$ cat config.mk
export PLATFORM = sky130hd
export DESIGN_NAME = mod_74x163_counter
export DESIGN_NICKNAME = d
export VERILOG_FILES = /design/src/rtl/mod_74x163_counter.sv
export SDC_FILE = /design/constraint.sdc
export NUM_CORES = 1
export LEC_CHECK = 0
export ABC_AREA = 1
export CORE_AREA = 8 8 45 47
export CTS_CLUSTER_DIAMETER = 100
export DETAILED_ROUTE_END_ITERATION = 10
export DIE_AREA = 0 0 53 55
export GPL_TIMING_DRIVEN = 1
export PLACE_DENSITY = 0.5
export SYNTH_ARGS = -nofsm -noshare
export SYNTH_HDL_FRONTEND = slang
export SYNTH_SLANG_ARGS = --single-unit
$ cat constraint.sdc
create_clock -name CLK -period 1.2 [get_ports CLK]
set_clock_uncertainty 0.2 [all_clocks]
set_input_delay 0.18 -clock CLK [delete_from_list [all_inputs] [get_ports CLK]]
set_output_delay 0.18 -clock CLK [all_outputs]
set_load 0.02 [all_outputs]
$ cat src/rtl/mod_74x163_counter.sv
// Synchronous binary counter built from cascaded 74x163-style 4-bit slices (clear, load, ENP/ENT, RCO).
// Define MOD_74X163_COUNTER_MODULO_EN to add a decoded terminal-count clear at MODULUS-1.
module mod_74x163_counter #(
    parameter int WIDTH   = 4,
    parameter int MODULUS = 16
) (
    input  logic             CLK,
    input  logic             RST,
    input  logic             LD,
    input  logic             ENP,
    input  logic             ENT,
    input  logic [WIDTH-1:0] D,
    output logic [WIDTH-1:0] Q,
    output logic             RCO
);
    localparam int SLICES = WIDTH / 4;
`ifdef MOD_74X163_COUNTER_MODULO_EN
    localparam bit MODULO_EN = 1'b1;
    localparam logic [WIDTH-1:0] TC = WIDTH'(MODULUS - 1);
`else
    localparam bit MODULO_EN = 1'b0;
`endif

    if (WIDTH < 4 || (WIDTH % 4) != 0) begin : g_bad_width
        $error("mod_74x163_counter: WIDTH must be a positive multiple of 4");
    end
    if (MODULO_EN && (MODULUS < 2 || MODULUS > (1 << WIDTH))) begin : g_bad_modulus
        $error("mod_74x163_counter: MODULUS must be in 2..2**WIDTH");
    end

    logic [WIDTH-1:0]  q_q;
    logic [WIDTH-1:0]  q_d;
    logic [SLICES-1:0] slice_rco;
    logic              ent_k;
    logic [3:0]        nib;
    logic              rco_int;

    // Each slice counts when ENP and its chained ENT are high; its RCO feeds the next slice's ENT.
    always_comb begin
        q_d       = q_q;
        slice_rco = '0;
        ent_k     = ENT;
        nib       = '0;
        for (int k = 0; k < SLICES; k++) begin
            nib          = q_q[4*k +: 4];
            slice_rco[k] = ent_k & (nib == 4'hF);
            if (ENP && ent_k) begin
                q_d[4*k +: 4] = nib + 4'd1;
            end
            ent_k = slice_rco[k];
        end
`ifdef MOD_74X163_COUNTER_MODULO_EN
        // Decoded terminal count: out-of-range values above TC still wrap through all-ones.
        rco_int = ENT & (q_q == TC);
        if (ENP && rco_int) begin
            q_d = '0;
        end
`else
        rco_int = slice_rco[SLICES-1];
`endif
        if (LD) begin
            q_d = D;
        end
    end

    always_ff @(posedge CLK) begin
        if (RST) begin
            q_q <= '0;
        end else begin
            q_q <= q_d;
        end
    end

    assign Q   = q_q;
    assign RCO = rco_int;

endmodule
==> results.txt <==
Share of cells above drive strength 1: 0.522
Register bit total from synthesis: 4
Combinational family with the most area after synthesis: simple AND/OR/NAND/NOR gates
Post-synth top area cell: dfxtp_1
Complex-gate fraction of the synthesized area: 0.142
Worst supply voltage drop on vdd: 0.393 mV
Time the worst path needs with I/O delays and setup: 1.36 ns
Detail Route Antenna Nets: 0
Outcome: finished, violations left
Growth of design area from synthesis to finish: 139%
Aggregate routed wire length: 892 um
Start-to-end type of the worst setup path: reg2out
Die span in x: 53 um
Latest clock arrival within the worst-skew pair: 0.24 ns
Maximum number of pins on one net before global-route repair: 6
Worst max-slew margin expressed relative to the limit: 0.862
Transition time at the pin with the least slew margin: 0.209 ns
Placed wire-length estimate: 670 um
DRC Markers: 0
Area fraction of the dominant cell type after synthesis: 0.325
Mux share of post-synthesis cell area: 0
Final hold violations: 0
Crit path required time: 0.82 ns
Prevailing post-synth register cell: dfxtp_1
Antenna violations before repair: 0
Post-synthesis instance total: 39
Critical path launch point type: flop
Post-Synthesis Net Count: 49
Clock Sinks: 4
CP arrival: 0.98 ns
Overall die area: 0.00292 mm2
Top post-synthesis cells by count: 12 x nand2_1, 5 x inv_1, 4 x dfxtp_1, 4 x nand3_1
Avg Vias per Cell: 4.25
Effective utilization at floorplan: 0.178
Wire length per cell: 10.7 um
EDFF count, synth: 0
H-tree levels: 1
Clock transition at the registers of the reported paths: 0.04 ns
Unrepaired setup endpoints after global routing: yes
Cell area after synthesis: 246 um2
Async S/R FF share, synth: 0
Area share of xor/xnor cells in the synthesized design: 0
Synth Area in Simple Gates: 0.391
Number of search-and-repair iterations in the first detailed-routing pass: 4
Grt ovf: 0
Root Buffer Master: clkbuf_4
Ant. Diodes: 0
Vertical die dimension: 55 um
Maximum fanout along the worst path: 2
Yosys warnings: 0
Most common cell in the netlist: nand2_1
Static leakage power: 0.289 nW
Synth area leaders: dfxtp_1 32%, nand2_1 18%, nand3_1 8.1%, inv_1 7.6%, ha_1 5.1%
Post-layout nets: 79
Number of flip-flops in the largest register: 4
Setup slack of the critical path after layout: -0.164 ns
Final slew viol count: 0
Crit share post-route: 1.14
Min-delay worst type: in2reg
Number of rows created at floorplan: 14
Syn avg cell area: 6.32 um2
Fin Setup TNS: -0.528 ns
CP Capture Type: output port
F_max: 0.733 GHz
Violations in the final reports: negative setup slack
Total power: 0.000489 W
Post-synth cell types: 16
Post-CTS Hold Buffers: 0
Quantity of I/O buffers inserted on ports: 13
Maximum Capacitance Violations: 0
Global-route wire length before repair: 1280 um
Clock tree from TritonCTS: yes
Final estimated routing congestion in global placement: 0.847
Post-synthesis adder-cell area fraction: 0.0508
I/O pin total: 14
Final setup fails: 7
Areal power density over the cells: 830 mW/mm2
Maximum count of clock buffers along a single path: 2
GR Util All Layers: 0.0611
Via count of the first global-routing pass: 332
First DRT Iteration DRCs: 6
Placeable core area: 0.00138 mm2
Proportion of synthesized chip area in sequential cells: 0.325
Vias after detailed routing: 353
Total clock buffers created by CTS: 3
==> cell families (layout without fill, tap and decap cells) <==
logic type / count (synthesis) / after routing
flops: 4 / 4
simple gates: 22 / 22
compound gates: 6 / 6
fa+ha+maj: 1 / 1
buf+inv: 6 / 34
==> repair_timing <==
action | 4_1_cts | 5_1_grt
resized for setup | 29 | 11
buffers inserted | 3 | 2
pin swaps | 1 | 11
endpoints found under the setup margin | 6 | 9
==> stage by stage <==
stage | utilization | hold slack, ns | cell area, um2 | instances | worst slack, ns
floorplan | - | 0.0394 | 278 | 39 | -0.0430
global placement | 0.358 | 0.446 | 495 | 77 | -0.565
finish | 0.426 | 0.231 | 589 | 83 | -0.164
global route | 0.426 | 0.271 | 589 | 83 | -0.194
detailed placement | 0.358 | 0.440 | 495 | 77 | -0.582
CTS | 0.401 | 0.326 | 556 | 83 | -0.168
==> where the power goes <==
part           switching (W)  total (W)  internal (W)
combinational      0.0000727   0.000169     0.0000963
clock              0.0000559   0.000168      0.000112
sequential        0.00000880   0.000152      0.000144
total               0.000137   0.000489      0.000352
==> cell usage in the layout, fill, tap and decap left out, types with 3 or more instances in the layout <==
cell type        instances
nand2_1                 10
buf_4                    9
buf_6                    7
clkdlybuf4s50_1          6
inv_1                    5
nand2_2                  3
clkbuf_4                 3
==> critical path, stage by stage, from the launching register on <==
cell and delay, ns:
dfxtp_4 0.35, ha_4 0.13, nand2_2 0.06, nor2_2 0.09, buf_6 0.12
==> layout make-up <==
class                      count  area, um2
fill                         148        795
sequential                     4       88.8
multi-input combinational     29        195
clock buffer                   3       22.5
tap                           16       20.0
inverter                       6       22.5
timing repair buffer          25        240
==> metal layers <==
layer / global-route usage / vias to the layer above / wire length (um)
li1: - / 186 / -
met1: 0.0681 / 151 / 360
met2: 0.0859 / 12 / 433
met3: 0.0134 / 4 / 59
met4: 0.0776 / 0 / 38
met5: 0 / - / 0
==> final timing paths <==
kind                            startpoint  slack [ns]  cells after the start    to
worst max-delay path                  Q[0]       -0.16                      4   RCO
worst min-delay path                   ENP        0.23                      5  Q[0]
worst max register to register        Q[0]       -0.06                      6  Q[2]
worst min register to register        Q[2]        0.49                      5  Q[2]
Power figures use the tool's default switching activity.
